$ cat src/rtl/alu_ctrl.sv
// alu_ctrl -- sequencing controller in front of a shared combinational ALU.
//
// Accepts one request at a time (valid/ready), drives the registered operands
// and op select to the external ALU, and returns the result on a valid/ready
// response channel. Shifts (sll/srl/sra) are done iteratively, one bit per
// cycle, in a local working register unless ALU_CTRL_FAST_SHIFT_EN is
// defined, in which case a local 32-bit barrel shifter finishes them in the
// single EXEC cycle. Op codes 1010-1111 are illegal and return data 0 with
// rsp_err set, at ALU-op latency.
//
// Ports
//   clk, rst                   clock (rising edge), synchronous active-high reset
//   req_valid/req_ready        request handshake
//   req_opA, req_opB, req_sel  request operands and op code
//   alu_opA, alu_opB, alu_sel  registered request driven to the ALU
//   alu_result                 ALU combinational result
//   rsp_valid/rsp_ready        response handshake
//   rsp_data, rsp_err          result and illegal-op flag
//   busy                       controller not in IDLE
//
// Config macro: ALU_CTRL_FAST_SHIFT_EN (undefined = iterative shifts).

module alu_ctrl (
    input  logic        clk,
    input  logic        rst,
    input  logic        req_valid,
    output logic        req_ready,
    input  logic [31:0] req_opA,
    input  logic [31:0] req_opB,
    input  logic [3:0]  req_sel,
    output logic [31:0] alu_opA,
    output logic [31:0] alu_opB,
    output logic [3:0]  alu_sel,
    input  logic [31:0] alu_result,
    output logic        rsp_valid,
    input  logic        rsp_ready,
    output logic [31:0] rsp_data,
    output logic        rsp_err,
    output logic        busy
);

    typedef enum logic [1:0] {
        IDLE  = 2'd0,
        EXEC  = 2'd1,
        SHIFT = 2'd2,
        DONE  = 2'd3
    } state_t;

    localparam logic [3:0] OP_SLL = 4'b0111;
    localparam logic [3:0] OP_SRL = 4'b1000;
    localparam logic [3:0] OP_SRA = 4'b1001;

    state_t state;

    function automatic logic is_shift(input logic [3:0] sel);
        return (sel == OP_SLL) || (sel == OP_SRL) || (sel == OP_SRA);
    endfunction

    function automatic logic is_illegal(input logic [3:0] sel);
        return sel[3] & (sel[2] | sel[1]);   // 1010..1111
    endfunction

    // Handshake/status outputs are decoded straight from the state register.
    assign req_ready = (state == IDLE) && !rst;
    assign rsp_valid = (state == DONE);
    assign busy      = (state != IDLE);

`ifdef ALU_CTRL_FAST_SHIFT_EN
    // Barrel shifter for the single-cycle shift path; only opB[4:0] counts.
    logic [31:0] fast_res;

    always_comb begin
        fast_res = '0;
        case (alu_sel)
            OP_SLL:  fast_res = alu_opA << alu_opB[4:0];
            OP_SRL:  fast_res = alu_opA >> alu_opB[4:0];
            OP_SRA:  fast_res = $unsigned($signed(alu_opA) >>> alu_opB[4:0]);
            default: fast_res = '0;
        endcase
    end
`else
    logic [31:0] work;   // value being shifted one bit per cycle
    logic [4:0]  cnt;    // remaining shift steps
`endif

    always_ff @(posedge clk) begin
        if (rst) begin
            state    <= IDLE;
            rsp_data <= '0;
            rsp_err  <= 1'b0;
            alu_opA  <= '0;
            alu_opB  <= '0;
            alu_sel  <= '0;
`ifndef ALU_CTRL_FAST_SHIFT_EN
            work     <= '0;
            cnt      <= '0;
`endif
        end else begin
            case (state)
                IDLE: begin
                    // req_ready is just (state == IDLE) here since rst is low.
                    if (req_valid) begin
                        alu_opA <= req_opA;
                        alu_opB <= req_opB;
                        alu_sel <= req_sel;
`ifdef ALU_CTRL_FAST_SHIFT_EN
                        state   <= EXEC;
`else
                        if (is_shift(req_sel)) begin
                            work  <= req_opA;
                            cnt   <= req_opB[4:0];
                            state <= SHIFT;
                        end else begin
                            state <= EXEC;
                        end
`endif
                    end
                end

                EXEC: begin
                    if (is_illegal(alu_sel)) begin
                        rsp_data <= '0;
                        rsp_err  <= 1'b1;
                    end else begin
`ifdef ALU_CTRL_FAST_SHIFT_EN
                        rsp_data <= is_shift(alu_sel) ? fast_res : alu_result;
`else
                        rsp_data <= alu_result;
`endif
                        rsp_err  <= 1'b0;
                    end
                    state <= DONE;
                end

`ifndef ALU_CTRL_FAST_SHIFT_EN
                SHIFT: begin
                    if (cnt == 5'd0) begin
                        rsp_data <= work;
                        rsp_err  <= 1'b0;
                        state    <= DONE;
                    end else begin
                        case (alu_sel)
                            OP_SLL:  work <= {work[30:0], 1'b0};
                            OP_SRL:  work <= {1'b0, work[31:1]};
                            default: work <= {work[31], work[31:1]};   // sra
                        endcase
                        cnt <= cnt - 5'd1;
                    end
                end
`endif

                DONE: begin
                    // rsp_data/rsp_err are untouched here, so they hold under back-pressure.
                    if (rsp_ready) state <= IDLE;
                end

                default: state <= IDLE;
            endcase
        end
    end

endmodule

$ cat config.mk
export PLATFORM = sky130hd
export DESIGN_NAME = alu_ctrl
export DESIGN_NICKNAME = d
export VERILOG_FILES = /design/src/rtl/alu_ctrl.sv
export SDC_FILE = /design/constraint.sdc
export NUM_CORES = 1
export LEC_CHECK = 0
export ABC_AREA = 1
export CAP_MARGIN = 20
export CORE_MARGIN = 3
export CORE_UTILIZATION = 50
export CTS_CLUSTER_SIZE = 40
export DETAILED_ROUTE_END_ITERATION = 16
export PLACE_DENSITY = 0.89
export SLEW_MARGIN = 5
export SYNTH_ARGS = -nofsm -noshare
export SYNTH_HDL_FRONTEND = slang
export SYNTH_SLANG_ARGS = --single-unit
$ cat constraint.sdc
create_clock -name clk -period 2.8 [get_ports clk]
set_input_delay 0.42 -clock clk [delete_from_list [all_inputs] [get_ports clk]]
set_output_delay 0.42 -clock clk [all_outputs]
set_load 0.1 [all_outputs]
==> results of run 1 <==
## placed cells by master, fill, tap and decap left out, types with 2 or more instances in the layout
cell	n
inv_2	8
clkbuf_16	17
a21oi_1	70
nand2_2	4
buf_12	4
clkdlybuf4s50_1	103
ha_1	5
buf_4	114
clkbuf_1	2
o21ai_0	133
clkinv_4	2
dfxtp_1	140
nand4_1	2
nand3_1	27
nor2_1	203
inv_1	46
clkbuf_8	3
nand3_2	12
nor2_2	2
nand2_1	194
nor2_4	2
clkinv_2	5
o21ai_1	34
clkinvlp_4	4
## synthesized netlist by cell type, types with 4 or more instances
master / n
dfxtp_1: 140
nor2_1: 205
o21ai_0: 133
inv_2: 8
ha_1: 5
nand2_2: 4
nand3_2: 12
buf_6: 11
buf_2: 21
nand2_1: 194
o21ai_1: 34
a21oi_1: 70
clkbuf_1: 22
nand3_1: 27
inv_1: 47
buf_4: 11
## through the flow
stage                     worst slack [ps]  hold slack, ps
after floorplan                        435             444
after global placement                 816             450
after detailed placement               741             456
after CTS                              678             467
after global routing                   501             484
final                                  681             465
## flip-flops by register name, indices dropped and copies added, names as in the netlist
signal	flops
rsp_err	1
alu_opB	32
cnt	5
state	2
rsp_data	32
alu_opA	32
work	32
alu_sel	4
## critical path, delay by kind of cell, from the launching register on
family          cells  cell delay, ps
compound gates      2             490
simple gates        4             700
flops               1             410
buf+inv             1             410
## final cells by class
type                    instances  area [µm²]
clock buffers                  22         474
clock inverters                10        67.6
fillers                      1076        3860
inverters                      56         214
multi-input cells             695        3120
flip-flops and latches        140        2800
well taps                     172         215
repair buffers                221        1970
## per-layer routing
metal  vias up  routed length (µm)
met5         -                   0
met4         0                 586
met3        45                1230
met2       254                8990
met1      3138                8110
li1       3427                   -
## cells by family after synthesis
| group | count (synthesis) | share of synthesized area (%) |
|---|---|---|
| muxes | 1 | 0.153 |
| AOI/OAI and AO/OA | 240 | 18.4 |
| xor gates and xnor gates | 1 | 0.134 |
| DFF | 140 | 42.8 |
| and+or+nand+nor | 448 | 27.9 |
| adders and majority gates | 5 | 0.954 |
| buffers and inverters | 125 | 9.68 |
## final timing paths
check | startpoint | end | slack (ps)
max | alu_sel[1] | work[25] | 680
min | rsp_data[31] | rsp_data[31] | 470
max reg2reg | alu_sel[1] | work[25] | 680
min reg2reg | rsp_data[31] | rsp_data[31] | 470
==> out/metrics.yaml, run 1 <==
clocking:
  clk_latency_ps: 420
  htree_levels: 4
  ctsRootBufferMaster: "clkbuf_16"
  cts_tree: "built"
  cts_setup_buffers: 0
  hold_buffers: 0
  clkTransAtPathRegs_ps: 60
  ctsResizeCount: 0
  clock-sinks: 140
  cts_made_buffers: 17
  clock_path_buffers: 2
synthesis:
  synth.yosys.warnings: 0
  synth_seq_cells: 140
  synth_area_leaders: "dfxtp_1, nor2_1, nand2_1"
  yosysSeqAreaShare_pct: 42.8
  synth_top_area_share_pct: 42.8
  synthArstFlopShare_pct: 0
  syn_inst: 960
  synth_area_um2: 6560
  avgSynthCellArea_um2: 6.83
  ys_types: 29
  synth_enable_flop_cells: 0
  syn-num-nets: 1069
  yosys_most_used_dff: "dfxtp_1"
  yosys.area.top_type: "dfxtp_1"
drt:
  drt_iter0_drc: 464
  vias: 6864
  drc: 0
  drtPass1Iterations: 8
  ant_nets: 0
  drt_wl_total_mm: 18.9
  vias_per_cell: 5.22
  wire_per_inst_um: 14.4
timing:
  fin_crit_ps: 2120
  period_share_pct: 75.7
  rsz0062_at_grt: "no"
  tns_ps: 0
  setup_violations: 0
  tightest_slew_ps: 618
  fmax_mhz: 472
  hold_violations: 0
  drv_slew: 0
  finClkSkew_ps: 14.4
  maxSlewHeadroom_pct: 58.7
run:
  maxCapViolCount: 0
global_routing:
  met2_usage_pct: 41.8
  grt_pass1_wl_mm: 29.9
  overflow: 0
  grt_max_degree: 107
  met3_usage_pct: 5.38
  busiest_layer: "met2"
  met1_usage_pct: 31.7
  grt_pass1_vias: 6268
  antenna_found_initial: 0
  grt_use_total_pct: 25.3
run_status:
  outcome: "finished clean"
critical_path:
  crit_type: "reg -> reg"
  slowest_stage: "nand2_2"
  rr_worst_depth: 7
  worst-endpoint-arrival_ps: 2440
  cp-start-kind: "flop"
  cp-end-kind: "flop"
  crit_required_ps: 3120
  critical_path.max_fanout: 33
  critPathMaxStageDelay_ps: 470
  cp_cell_sequence: "nand2_1 > inv_2 > nand2_2 > o21ai_0 > o21ai_0 > nor2_1 > nor2_1"
place:
  place_congestion: 0.832
  numPortBuffers: 207
  placed_area_um2: 8320
  post-place-cells: 1284
  dpl.hpwl_mm: 12.7
floorplanning:
  core_area_um2: 12700
  initial_core_util_pct: 51.5
  ios: 208
  die_w_um: 121
  dieArea_um2: 14500
  rows: 41
  fp.dieH_um: 121
hold_path:
  min_path_cells: 2
  hold_class: "reg -> reg"
cells_and_area:
  postLayoutCoreUtil_pct: 69.7
  area_growth_pct: 35.2
  diodes: 0
  nNetsFinal: 1240
  drive_gt1_share_pct: 15.7
  instances_no_fill: 1316
  fin_area_um2: 8860
Power of run 1 is left out: the tool's default activity adds up to more than one toggle a clock period on the data nets, which glitch-free logic cannot reach.
==> run 2, diff against run 1 <==
--- a/config.mk
+++ b/config.mk
@@ -8,10 +8,10 @@
 export ABC_AREA = 1
 export CAP_MARGIN = 20
 export CORE_MARGIN = 3
-export CORE_UTILIZATION = 50
+export CORE_UTILIZATION = 47
 export CTS_CLUSTER_SIZE = 40
 export DETAILED_ROUTE_END_ITERATION = 16
-export PLACE_DENSITY = 0.89
+export PLACE_DENSITY = 0.85
 export SLEW_MARGIN = 5
 export SYNTH_ARGS = -nofsm -noshare
 export SYNTH_HDL_FRONTEND = slang
==> constraint.sdc (replaced) <==
create_clock -name clk -period 1.95 [get_ports clk]
set_input_delay 0.2925 -clock clk [delete_from_list [all_inputs] [get_ports clk]]
set_output_delay 0.2925 -clock clk [all_outputs]
set_load 0.1 [all_outputs]
==> out/metrics.yaml, run 2 (synthesized netlist as in run 1, its figures left out) <==
floorplanning:
  dieArea_um2: 15400  # +6.1%
  fp.dieH_um: 124  # +3.0%
  core_area_um2: 13500  # +5.7%
  rows: 42  # +2.4%
  ios: 208  # unchanged
  initial_core_util_pct: 48.7  # -2.8 points
  die_w_um: 124  # +3.0%
timing:
  maxSlewHeadroom_pct: 75.6  # +17 points
  hold_violations: 0  # unchanged
  worst_slack_ps: 83.1  # -598 ps
  period_share_pct: 95.7
  tns_ps: 0  # unchanged
  rsz0062_at_grt: "no"
  finClkSkew_ps: 8.77  # -5.58 ps
  fmax_mhz: 536
  tightest_slew_ps: 366  # -252 ps
  fin_crit_ps: 1870
  drv_slew: 0  # unchanged
  setup_violations: 0  # unchanged
global_routing:
  grt_pass1_vias: 6493  # +3.6%
  antenna_found_initial: 0  # unchanged
  overflow: 0  # unchanged
  grt_pass1_wl_mm: 30.5  # +2.0%
  grt_max_degree: 61  # -43%
  grt_use_total_pct: 24.9  # -0.36 points
place:
  place_congestion: 0.914  # +9.9%
  numPortBuffers: 207  # unchanged
  preCtsSetupSlack_ps: 171  # -570 ps
  dpl.hpwl_mm: 13.1  # +3.2%
clocking:
  clk_latency_ps: 420  # about the same
  cts_tree: "built"
  clock-sinks: 140  # unchanged
  hold_buffers: 0  # unchanged
  ctsRootBufferMaster: "clkbuf_16"
  cts_made_buffers: 17  # unchanged
  htree_levels: 4  # unchanged
  clock_path_buffers: 2  # unchanged
  clkTransAtPathRegs_ps: 60  # about the same
drt:
  vias_per_cell: 5.19  # -0.54%
  vias: 6884  # +0.29%
  wire_per_inst_um: 14.6  # +1.5%
  drtPass1Iterations: 5  # -3
  drt_iter0_drc: 467  # +0.65%
  drt_wl_total_mm: 19.4  # +2.4%
  drc: 0  # unchanged
  ant_nets: 0  # unchanged
cells_and_area:
  diodes: 0  # unchanged
  final_cell_mix: "nor2_1, nand2_1, dfxtp_1"
  nNetsFinal: 1247  # +0.56%
  fillers: 1130  # +5.0%
  area_growth_pct: 40.2
  drive_gt1_share_pct: 16.6  # +0.86 points
  mostFrequentLayoutCell: "nor2_1"
critical_path:
  crit_type: "reg -> out"
  rr_worst_depth: 11  # +4
  critical_path.max_fanout: 4  # -88%
  slowest_stage: "dfxtp_1"
  r2r-start: "state[0]"
  crit_buf_inv: 4  # +3
  rrSetupSlack_ps: 160  # -520 ps
  crit_required_ps: 1660  # -1460 ps
  path_delay_family: "buffers and inverters"
  critPathMaxStageDelay_ps: 330  # -140 ps
  cp_cell_sequence: "inv_1 > ha_2 > clkinvlp_4 > buf_4 > buf_12"
  cp-end-kind: "output pin"
  cp-start-kind: "flop"
  r2r_end: "work[27]"
  worst-endpoint-arrival_ps: 1570  # -870 ps
hold_path:
  holdPathEnd: "rsp_data[6]"
  min_path_cells: 2  # unchanged
  hp-start: "rsp_data[6]"
  hold_class: "reg -> reg"
run:
  maxCapViolCount: 0  # unchanged
run_status:
  outcome: "finished clean"
## run 2: metrics by stage
| step | hold slack, ps | utilization (%) | instances | instance area (µm²) |
|---|---|---|---|---|
| floorplan | 441 | - | 960 | 6570 |
| global placement | 452 | 62.9 | 1293 | 8460 |
| detailed placement | 455 | 62.9 | 1293 | 8460 |
| CTS | 457 | 68.2 | 1325 | 9170 |
| global route | 479 | 68.3 | 1327 | 9190 |
| finish | 463 | 68.3 | 1327 | 9190 |
## run 2: routing by layer
| layer | vias up | global-route usage [%] | part of all wire, % |
|---|---|---|---|
| met5 | - | 0 | 0 |
| met4 | 0 | 10.2 | 2.6 |
| met3 | 35 | 6.13 | 7.4 |
| met2 | 256 | 43.0 | 50 |
| met1 | 3160 | 29.5 | 40 |
| li1 | 3433 | - | - |
## run 2: tightest hold or removal path, delay by kind of cell (launching register included)
kind / cells / cell delay (ps)
AND/OR/NAND/NOR: 1 / 60
flip-flops: 1 / 310
AO/OA/AOI/OAI: 1 / 50
## run 2: area by class of cell
type	count	area [µm²]	share of cell area, %
well taps	176	220	2.40
multi-input cells	695	3140	34.1
flip-flops and latches	140	2800	30.5
repair buffers	228	2110	22.9
inverters	56	218	2.37
clock inverters	11	236	2.57
clock buffers	21	470	5.12
## run 2: what timing repair did
| item | CTS | global route |
|---|---|---|
| setup buffers | 0 | 2 |
| gates resized for setup | 1 | 1 |
| endpoints found under the setup margin | 1 | 20 |
## run 2: worst max-delay path by stage
stage                     startpoint        end  slack [ps]  cells after the start
after detailed placement  alu_sel[2]   work[16]         170                      7
after CTS                   state[0]  req_ready          60                      5
after global routing        state[0]       busy          30                      5
final                       state[0]       busy          80                      5
after floorplan             state[0]  req_ready        -120                      4
after global placement    alu_sel[2]   work[16]         210                      7
Power of run 2 is left out for the same reason.
==> run 3, diff against run 2 <==
--- a/config.mk
+++ b/config.mk
@@ -6,7 +6,7 @@
 export NUM_CORES = 1
 export LEC_CHECK = 0
 export ABC_AREA = 1
-export CAP_MARGIN = 20
+export CAP_MARGIN = 0
 export CORE_MARGIN = 3
 export CORE_UTILIZATION = 47
 export CTS_CLUSTER_SIZE = 40
==> results of run 3 <==
Same layout as run 2: the final DEF is identical, and so are final timing and power.
Power of run 3 is left out for the same reason.
